$ cat config.mk
export PLATFORM = sky130hd
export DESIGN_NAME = vx_fpu_csr_store
export DESIGN_NICKNAME = d
export VERILOG_FILES = /design/src/rtl/vx_fpu_pkg.sv /design/src/rtl/vx_fpu_pend_ctr.sv /design/src/rtl/vx_fpu_csr_store.sv
export SDC_FILE = /design/constraint.sdc
export NUM_CORES = 1
export LEC_CHECK = 0
export ABC_AREA = 1
export BUFFER_PORTS_ARGS = -buffer_cell sky130_fd_sc_hd__buf_2
export CORE_AREA = 5 5 84 117
export DETAILED_ROUTE_END_ITERATION = 12
export DIE_AREA = 0 0 89 122
export GPL_TIMING_DRIVEN = 0
export PLACE_DENSITY = 0.79
export SYNTH_ARGS = -nofsm -noshare
export SYNTH_HDL_FRONTEND = slang
export SYNTH_SLANG_ARGS = --single-unit
$ cat constraint.sdc
create_clock -name clk -period 2.3 [get_ports clk]
set_clock_uncertainty 0.15 [all_clocks]
set_input_delay 0.345 -clock clk [delete_from_list [all_inputs] [get_ports clk]]
set_output_delay 0.345 -clock clk [all_outputs]
set_load 0.1 [all_outputs]
$ cat src/rtl/vx_fpu_pkg.sv
// Shared FPU CSR types: fflags layout, CSR addresses, CSR op encoding,
// CSR state machine states and the read-modify-write helper.
package vx_fpu_pkg;

    typedef struct packed {
        logic nv;
        logic dz;
        logic of;
        logic uf;
        logic nx;
    } fflags_t;

    localparam logic [11:0] CSR_FFLAGS = 12'h001;
    localparam logic [11:0] CSR_FRM    = 12'h002;
    localparam logic [11:0] CSR_FCSR   = 12'h003;

    typedef enum logic [1:0] {
        CSR_OP_READ  = 2'd0,
        CSR_OP_WRITE = 2'd1,
        CSR_OP_SET   = 2'd2,
        CSR_OP_CLEAR = 2'd3
    } csr_op_e;

    typedef enum logic [1:0] {
        ST_IDLE = 2'd0,
        ST_WAIT = 2'd1,
        ST_RESP = 2'd2
    } csr_state_e;

    // New field value for a CSR op; callers zero-extend narrow fields and slice back.
    function automatic logic [7:0] csr_apply(input logic [1:0] op,
                                             input logic [7:0] old_val,
                                             input logic [7:0] operand);
        logic [7:0] res;
        case (csr_op_e'(op))
            CSR_OP_WRITE: res = operand;
            CSR_OP_SET:   res = old_val | operand;
            CSR_OP_CLEAR: res = old_val & ~operand;
            default:      res = old_val;
        endcase
        return res;
    endfunction

endpackage

$ cat src/rtl/vx_fpu_pend_ctr.sv
// Per-warp in-flight FPU op counters; saturating inc, underflow-protected dec.
// Only built when FPU_CSR_DRAIN_EN is defined (the only configuration that uses it).
`ifdef FPU_CSR_DRAIN_EN
module vx_fpu_pend_ctr #(
    parameter int NUM_WARPS = 4,
    parameter int PEND_W    = 4
) (
    input  logic                 clk,
    input  logic                 reset,
    input  logic [NUM_WARPS-1:0] inc,
    input  logic [NUM_WARPS-1:0] dec,
    output logic [NUM_WARPS-1:0] zero,
    output logic [NUM_WARPS-1:0] full
);

    for (genvar w = 0; w < NUM_WARPS; w++) begin : g_warp
        logic [PEND_W-1:0] cnt_q, cnt_d;
        logic              inc_ok, dec_ok;

        assign zero[w] = (cnt_q == '0);
        assign full[w] = (cnt_q == '1);
        assign inc_ok  = inc[w] && !full[w];
        assign dec_ok  = dec[w] && !zero[w];

        // Simultaneous inc and dec cancel out.
        always_comb begin
            cnt_d = cnt_q;
            case ({inc_ok, dec_ok})
                2'b10:   cnt_d = cnt_q + PEND_W'(1);
                2'b01:   cnt_d = cnt_q - PEND_W'(1);
                default: cnt_d = cnt_q;
            endcase
        end

        // Counter register.
        always_ff @(posedge clk or negedge reset) begin
            if (!reset) cnt_q <= '0;
            else        cnt_q <= cnt_d;
        end

        // A retire with nothing in flight is a pipeline bug upstream.
        a_no_underflow: assert property (@(posedge clk) disable iff (!reset)
                                         !(dec[w] && zero[w]));
    end

endmodule
`endif

$ cat src/rtl/vx_fpu_csr_store.sv
// Per-warp fcsr (fflags + frm) storage with a CSR access port.
// Optional macro FPU_CSR_DRAIN_EN: CSR accesses wait until the warp has
// no FPU ops in flight. Without it every access completes in one cycle.
module vx_fpu_csr_store
    import vx_fpu_pkg::*;
#(
    parameter int  NUM_WARPS = 4,
    parameter int  PEND_W    = 4,
    localparam int NW_W      = (NUM_WARPS > 1) ? $clog2(NUM_WARPS) : 1
) (
    input  logic            clk,
    input  logic            reset,
    input  logic            issue_valid,
    input  logic [NW_W-1:0] issue_wid,
    output logic            issue_ready,
    input  logic            retire_valid,
    input  logic [NW_W-1:0] retire_wid,
    input  logic            write_enable,
    input  logic [NW_W-1:0] write_wid,
    input  logic [4:0]      write_fflags,
    input  logic [NW_W-1:0] read_wid,
    output logic [2:0]      read_frm,
    input  logic            csr_req_valid,
    output logic            csr_req_ready,
    input  logic [NW_W-1:0] csr_req_wid,
    input  logic [11:0]     csr_req_addr,
    input  logic [1:0]      csr_req_op,
    input  logic [31:0]     csr_req_data,
    output logic            csr_rsp_valid,
    output logic [31:0]     csr_rsp_data
);

    fflags_t [NUM_WARPS-1:0] fflags_q, fflags_d;
    logic [NUM_WARPS-1:0][2:0] frm_q, frm_d;

    csr_state_e      state_q, state_d;
    logic [NW_W-1:0] req_wid_q;
    logic [11:0]     req_addr_q;
    logic [1:0]      req_op_q;
    logic [7:0]      req_data_q;
    logic            rsp_valid_q;
    logic [7:0]      rsp_data_q, rsp_data_d;

    logic            acc_zero, wait_zero, go_resp;
    logic [NW_W-1:0] cur_wid;
    logic [11:0]     cur_addr;
    logic [1:0]      cur_op;
    logic [7:0]      cur_data, old_fcsr, csr_new;
    logic            unused_req_hi;

    assign unused_req_hi = ^csr_req_data[31:8];

`ifdef FPU_CSR_DRAIN_EN
    logic [NUM_WARPS-1:0] pend_inc, pend_dec, pend_zero, pend_full;

    assign issue_ready = !pend_full[issue_wid];
    assign acc_zero    = pend_zero[csr_req_wid];
    assign wait_zero   = pend_zero[req_wid_q];

    // One-hot inc/dec strobes for the counter array.
    always_comb begin
        pend_inc = '0;
        pend_dec = '0;
        pend_inc[issue_wid]  = issue_valid && issue_ready;
        pend_dec[retire_wid] = retire_valid;
    end

    vx_fpu_pend_ctr #(.NUM_WARPS(NUM_WARPS), .PEND_W(PEND_W)) u_pend_ctr (
        .clk   (clk),
        .reset (reset),
        .inc   (pend_inc),
        .dec   (pend_dec),
        .zero  (pend_zero),
        .full  (pend_full)
    );
`else
    logic unused_drain;
    assign unused_drain = ^{issue_valid, issue_wid, retire_valid, retire_wid};
    assign issue_ready  = 1'b1;
    assign acc_zero     = 1'b1;
    assign wait_zero    = 1'b1;
`endif

    assign csr_req_ready = (state_q == ST_IDLE);
    assign csr_rsp_valid = rsp_valid_q;
    assign csr_rsp_data  = {24'b0, rsp_data_q};
    assign read_frm      = frm_q[read_wid];

    // In IDLE the update may happen on the accept edge, so use live request fields.
    assign cur_wid  = (state_q == ST_IDLE) ? csr_req_wid       : req_wid_q;
    assign cur_addr = (state_q == ST_IDLE) ? csr_req_addr      : req_addr_q;
    assign cur_op   = (state_q == ST_IDLE) ? csr_req_op        : req_op_q;
    assign cur_data = (state_q == ST_IDLE) ? csr_req_data[7:0] : req_data_q;

    // Next-state: go to RESP once the requesting warp has drained.
    always_comb begin
        state_d = state_q;
        go_resp = 1'b0;
        case (state_q)
            ST_IDLE: if (csr_req_valid) begin
                state_d = acc_zero ? ST_RESP : ST_WAIT;
                go_resp = acc_zero;
            end
            ST_WAIT: if (wait_zero) begin
                state_d = ST_RESP;
                go_resp = 1'b1;
            end
            default: state_d = ST_IDLE;
        endcase
    end

    // CSR read-modify-write on RESP entry, then async fflags accumulate on top.
    always_comb begin
        fflags_d   = fflags_q;
        frm_d      = frm_q;
        rsp_data_d = rsp_data_q;
        old_fcsr   = {frm_q[cur_wid], fflags_q[cur_wid]};
        csr_new    = '0;
        if (go_resp) begin
            case (cur_addr)
                CSR_FFLAGS: begin
                    rsp_data_d = {3'b0, old_fcsr[4:0]};
                    csr_new    = csr_apply(cur_op, {3'b0, old_fcsr[4:0]}, {3'b0, cur_data[4:0]});
                    fflags_d[cur_wid] = csr_new[4:0];
                end
                CSR_FRM: begin
                    rsp_data_d = {5'b0, old_fcsr[7:5]};
                    csr_new    = csr_apply(cur_op, {5'b0, old_fcsr[7:5]}, {5'b0, cur_data[2:0]});
                    frm_d[cur_wid] = csr_new[2:0];
                end
                CSR_FCSR: begin
                    rsp_data_d = old_fcsr;
                    csr_new    = csr_apply(cur_op, old_fcsr, cur_data);
                    frm_d[cur_wid]    = csr_new[7:5];
                    fflags_d[cur_wid] = csr_new[4:0];
                end
                default: rsp_data_d = '0;
            endcase
        end
        if (write_enable)
            fflags_d[write_wid] = fflags_d[write_wid] | write_fflags;
    end

    // Architectural fcsr state.
    always_ff @(posedge clk or negedge reset) begin
        if (!reset) begin
            fflags_q <= '0;
            frm_q    <= '0;
        end else begin
            fflags_q <= fflags_d;
            frm_q    <= frm_d;
        end
    end

    // CSR FSM, request capture and registered response.
    always_ff @(posedge clk or negedge reset) begin
        if (!reset) begin
            state_q     <= ST_IDLE;
            req_wid_q   <= '0;
            req_addr_q  <= '0;
            req_op_q    <= '0;
            req_data_q  <= '0;
            rsp_valid_q <= 1'b0;
            rsp_data_q  <= '0;
        end else begin
            state_q     <= state_d;
            rsp_valid_q <= (state_d == ST_RESP);
            rsp_data_q  <= rsp_data_d;
            if (state_q == ST_IDLE && csr_req_valid) begin
                req_wid_q  <= csr_req_wid;
                req_addr_q <= csr_req_addr;
                req_op_q   <= csr_req_op;
                req_data_q <= csr_req_data[7:0];
            end
        end
    end

endmodule

==> qor.yml, run 1 <==
floorplanning:
  die_width_microns: 89
  core_area_sq_mm: 0.00877
  initial_utilization_pct: 52.6
  die_height_microns: 122
  ioPinCount: 105
  fp-row-count: 41
  design.die.area_sq_mm: 0.0109
critical_path:
  critPathMaxFanout: 6
  setup.worst_path.start: "state_q[0]"
  rr_endpoint: "fflags_q[17]"
  arrival_ns: 2.50
  crit_end: "fflags_q[17]"
  worstSetupEndpointType: "flop"
  critPathMaxStageDelay_ns: 0.40
  cp-start-kind: "flop"
  crit_chain: "nor2_4, buf_8, buf_6, nor2_4, nand2_2, nand2_4, nand3_4, nor2_4, nand3_2, nand3_2, nand2_1, nor2_2, nand2_4, nand2_1, nand2_1"
  critPathSlowestCell: "dfrtp_1"
  path_class: "flop to flop"
  r2r-start: "state_q[0]"
  r2r_slack_ns: -0.13
  reg2reg_depth: 15
  cp.depth: 15
  cp_data_required_time_ns: 2.37
  cp_top_family: "simple AND/OR/NAND/NOR gates"
  crit_buf_inv: 2
power:
  leakagePower_nw: 3.25
  power_density_mw_per_mm2: 782
  ir_drop_uv: 605
sta:
  setup_ws_ns: -0.126
  setup_viol: 32
  max_freq_mhz: 412
  finalMaxSlewViolations: 0
  min_period_over_period_pct: 105
  hold_slack_ns: 0.110
  max_slew_margin_pct: 45.1
  rsz0062_at_grt: "yes"
  hold_viol_final: 0
  period_needed_ns: 2.43
  worst_slew_pin_slew_ns: 0.823
  final.setup.tns_ns: -2.18
synthesis:
  ys.flop_type: "dfrtp_1"
  ys_types: 35
  synthTopCellsByCount: "nand2_1 (219), nand3_1 (71), inv_1 (70), dfrtp_1 (67), nor2_1 (42)"
  ys.warnings.count: 0
  yosysTopAreaCell: "dfrtp_1"
  synth-edff-count: 0
  synth_top_area_share_pct: 36.3
  synth_area_leaders: "dfrtp_1 (36%), nand2_1 (18%), nand3_1 (7.7%), inv_1 (5.7%), o21ai_0 (4.3%)"
  netlist_area_sq_mm: 0.00462
  yosys_register_bits: 67
  ys_seq_area_share_pct: 36.3
  syn_avg_cell_area_sq_um: 7.05
  async_reset_ff_share_pct: 100
  yosys.cell_count.top_type: "nand2_1"
  syn_inst: 655
cells_and_area:
  diodes: 0
  nNetsFinal: 846
  fillers: 655
  drive_gt1_share_pct: 37.6
  area_growth_pct: 34.8
  fin_area_sq_mm: 0.00622
routing:
  dr.pass1.iters: 6
  ant_nets: 0
  vias: 4786
  wl_per_cell_microns: 15.5
  drtIter0Drc: 426
  via_per_inst: 5.37
  drc_errors: 0
  wirelength_mm: 13.8
cts:
  path_clk_slew_ns: 0.05
  cts_max_level: 3
  cts_tree: "built"
  numCtsBuffers: 9
  cts_num_sinks: 67
  root_buffer: "clkbuf_16"
  clockBufferDepth: 2
  clock_latency_ns: 0.34
global_routing:
  grt_usage_pct: 25.5
  grt_pass1_wl_mm: 21.3
  grt_max_degree: 68
  grt_pass1_vias: 4649
  antenna_found_initial: 0
  overflow: 0
place:
  portBuffers: 49
  hpwlAfterDp_mm: 9.44
  dpl-instance-area_sq_mm: 0.00510
  gp_congestion: 0.982
worst_hold_path:
  hp-class: "input port to flop"
status:
  violations: "setup timing"
  status: "finished, violations left"
flow_run:
  cap_viol_max_count: 0
## worst min path at each step
stage	from	endpoint	slack, ns	cells after the start
3_5_place_dp	rsp_data_q[7]	rsp_data_q[7]	0.31	2
2_1_floorplan	reset	csr_rsp_valid	-0.10	0
5_1_grt	csr_req_addr[6]	req_addr_q[6]	0.10	2
6_report	csr_req_addr[6]	req_addr_q[6]	0.11	2
4_1_cts	csr_req_addr[4]	req_addr_q[4]	0.10	2
3_3_place_gp	rsp_data_q[7]	rsp_data_q[7]	0.31	2
## cells in the final DEF, fill, tap and decap left out, types with 4 or more instances in the layout
cell       netlist  layout
buf_8            0       4
o21ai_2          6       8
mux2_2           8       8
buf_2            0      47
nand2_1        219     181
nand2_4          4      11
nand3_4          1       7
o21ai_0         40      32
buf_6            5       8
nand3_2         12      25
clkbuf_16        0       9
nor2_1          42      33
inv_2            5       9
or2_4            4       4
nor2_2           7      11
inv_1           70      66
buf_4           25      57
conb_1           2      26
clkbuf_1         5       7
nand3_1         71      52
o21ai_1          7       9
nor2_4           6      11
dfrtp_1         67      66
o21ai_4          1       5
nand2_2         21      50
## per-layer routing
metal  global-route usage, %  part of all wire (%)  vias up
met3                    5.01                   6.4       66
met2                    42.9                    51      236
met5                       0                     0        -
li1                        -                     -     2282
met1                    29.1                    37     2202
met4                    15.6                   5.1        0
## final cells by class
type	count	area [sq um]	share of cell area, %
repair buffers	88	592	9.52
flip-flops and latches	67	1680	27.0
multi-input cells	500	2920	46.9
clock inverters	4	73.8	1.19
inverters	78	299	4.81
clock buffers	12	246	3.96
well taps	107	134	2.15
plain buffers	35	278	4.47
## metrics by stage
step	total power [mW]	setup WS, ns	utilization (%)	instances
global placement	2.94	-0.122	58.1	835
floorplan	2.63	-0.0860	-	679
finish	4.86	-0.126	70.9	891
global route	5.09	-0.226	70.9	891
detailed placement	2.97	-0.146	58.1	835
CTS	4.69	-0.0431	67.7	882
## cell families after synthesis
| logic type | after synthesis | synth area share, % |
|---|---|---|
| compound gates | 69 | 9.00 |
| buf+inv | 113 | 12.1 |
| flops | 67 | 36.3 |
| mux | 9 | 2.17 |
| other cells | 2 | 0.163 |
| simple gates | 395 | 40.2 |
## power breakdown
part	total, mW	internal (mW)	switching, mW
registers	1.45	1.35	0.0959
logic	1.94	0.645	1.30
clock network	1.47	0.978	0.492
## timing repair
action | in CTS | in global routing
endpoints found under the hold margin | 67 | 0
buffers inserted | 29 | 8
setup endpoints to repair | 35 | 36
cloned | 2 | 1
pin swaps | 28 | 40
gates resized for setup | 71 | 60
hold buffers | 1 | 0
## state kept, by name, summed over array words and instances (netlist names)
signal	flops
csr_rsp_valid	1
fflags_q	20
frm_q	12
req_addr_q	12
req_data_q	8
req_op_q	2
req_wid_q	2
rsp_data_q	8
state_q	2
Power figures use the tool's default switching activity.
==> run 2, diff against run 1 <==
--- a/config.mk
+++ b/config.mk
@@ -13,4 +13,5 @@
 export GPL_TIMING_DRIVEN = 0
 export PLACE_DENSITY = 0.79
+export SETUP_SLACK_MARGIN = 0.5
 export SYNTH_ARGS = -nofsm -noshare
 export SYNTH_HDL_FRONTEND = slang
==> constraint.sdc (replaced) <==
create_clock -name clk -period 2.3 [get_ports clk]
set_clock_uncertainty 0.15 [all_clocks]
set_input_delay 0.23 -clock clk [delete_from_list [all_inputs] [get_ports clk]]
set_output_delay 0.23 -clock clk [all_outputs]
set_load 0.1 [all_outputs]
==> qor.yml, run 2 (synthesized netlist as in run 1, its figures left out) <==
critical_path:
  crit_chain: "nor2_4, buf_12, buf_12, buf_16, nand2_8, nand2_8, buf_12, nand2_8, nor2_4, nand3_1, nand3_1, nand2_1, inv_1, nand2_4, nand2_1, nand2_1"
  rr_endpoint: "fflags_q[18]"
  critPathMaxStageDelay_ns: 0.42
  r2r_slack_ns: -0.12
  arrival_ns: 2.50
  path_class: "flop to flop"
  worstSetupEndpointType: "flop"
  reg2reg_depth: 16
  cp_data_required_time_ns: 2.38
  critPathMaxFanout: 7
  cp_top_family: "simple AND/OR/NAND/NOR gates"
  r2r-start: "state_q[0]"
  crit_buf_inv: 5
  cp-start-kind: "flop"
  critPathSlowestCell: "dfrtp_1"
cells_and_area:
  fin_area_sq_mm: 0.00644
  nNetsFinal: 855
  area_growth_pct: 39.5
  largest-register: "fflags_q"
  reg_top3: "fflags_q x20, frm_q x12, req_addr_q x12"
  diodes: 0
  final_cell_mix: "nand2_1 (186), inv_1 (67), dfrtp_1 (66)"
  final_common_cell: "nand2_1"
  fin_cells: 900
  largest_reg_flops: 20
  drive_gt1_share_pct: 37.5
  fin_util_pct: 73.4
floorplanning:
  ioPinCount: 105
  core_area_sq_mm: 0.00877
  die_height_microns: 122
  fp-row-count: 41
  design.die.area_sq_mm: 0.0109
  initial_utilization_pct: 52.6
  die_width_microns: 89
sta:
  max_freq_mhz: 413
  final.setup.tns_ns: -2.14
  hold_slack_ns: 0.00180
  hold_viol_final: 0
  period_needed_ns: 2.42
  finalMaxSlewViolations: 0
  rsz0062_at_grt: "yes"
  setup_ws_ns: -0.121
  setup_viol: 32
  max_slew_margin_pct: 51.9
  min_period_over_period_pct: 105
  worst_slew_pin_slew_ns: 0.722
worst_hold_path:
  hp-class: "input port to flop"
  hold_path_depth: 3
  min_from: "csr_req_addr[11]"
  min_to: "req_addr_q[11]"
power:
  power_density_mw_per_mm2: 787
  switching_power_mw: 2.00
  combPwrFrac_pct: 42.1
  ir_drop_uv: 648
  internal-power_mw: 3.07
  netSwitchingFraction_pct: 39.4
  seq_power_share_pct: 28.7
  leakagePower_nw: 3.33
  p_clk_share_pct: 29.2
cts:
  path_clk_slew_ns: 0.06
  numCtsBuffers: 9
  clockBufferDepth: 2
  clock_latency_ns: 0.34
  cts_max_level: 3
  root_buffer: "clkbuf_16"
  cts_num_sinks: 67
  cts_tree: "built"
global_routing:
  antenna_found_initial: 0
  overflow: 0
  grt_max_degree: 36
  grt_usage_pct: 25.9
  grt_pass1_wl_mm: 21.5
  grt_pass1_vias: 4625
routing:
  vias: 4917
  wirelength_mm: 14.5
  ant_nets: 0
  drtIter0Drc: 372
  dr.pass1.iters: 5
  via_per_inst: 5.46
  wl_per_cell_microns: 16.1
  drc_errors: 0
place:
  dp.cells: 836
  dpl-instance-area_sq_mm: 0.00528
  portBuffers: 49
  gp_congestion: 0.986
  hpwlAfterDp_mm: 9.64
flow_run:
  cap_viol_max_count: 0
status:
  violations: "setup timing"
  status: "finished, violations left"
-- run 2: stage by stage --
stage / worst slack [ns] / power (mW)
after floorplan: 0.144 / 2.72
after global placement: -0.169 / 3.03
after detailed placement: -0.202 / 3.07
after CTS: -0.0417 / 4.81
after global routing: -0.231 / 5.29
final: -0.121 / 5.07
-- run 2: final cells by class --
class	count	area, sq um
clock inverter	6	88.8
multi-input combinational	499	2930
fill	618	2330
inverter	78	299
clock buffer	10	229
buffer	35	293
tap	107	134
sequential	67	1680
timing repair buffer	98	785
-- run 2: how the worst max path moves through the flow --
stage / from / end / slack [ns] / depth (start not counted)
CTS: state_q[1] / fflags_q[13] / -0.04 / 16
floorplan: read_wid[0] / read_frm[2] / 0.14 / 3
global placement: state_q[1] / fflags_q[16] / -0.17 / 15
finish: state_q[0] / fflags_q[18] / -0.12 / 16
detailed placement: state_q[1] / fflags_q[16] / -0.20 / 15
global route: state_q[0] / fflags_q[14] / -0.23 / 15
-- run 2: timing repair --
action                                  in CTS  in global routing
resized for setup                           45                 55
pin swaps                                   28                 29
gates cloned                                 3                  0
hold buffers                                 6                  0
setup buffers                               25                 14
endpoints found under the setup margin      44                 49
endpoints found under the hold margin       37                  0
-- run 2: metal layers --
layer	vias up	wire (microns)	track usage [%]
li1	2301	-	-
met1	2273	5350	31.1
met2	274	7350	43.8
met3	69	968	4.47
met4	0	822	12.9
met5	-	0	0
-- run 2: worst register-to-register path, cell delays in order, from the launching register on --
cell	delay, ns
dfrtp_1	0.42
nor2_4	0.14
buf_12	0.14
buf_12	0.11
buf_16	0.13
nand2_8	0.06
nand2_8	0.11
buf_12	0.14
nand2_8	0.07
nor2_4	0.17
nand3_1	0.16
nand3_1	0.12
nand2_1	0.07
inv_1	0.10
nand2_4	0.09
nand2_1	0.08
nand2_1	0.06
-- run 2: power by group through the flow --
stage	clock [mW]	sequential [mW]	combinational (mW)
2_1_floorplan	0	1.46	1.26
3_3_place_gp	0	1.45	1.57
3_5_place_dp	0	1.46	1.61
4_1_cts	1.49	1.44	1.87
5_1_grt	1.55	1.47	2.27
6_report	1.48	1.45	2.13
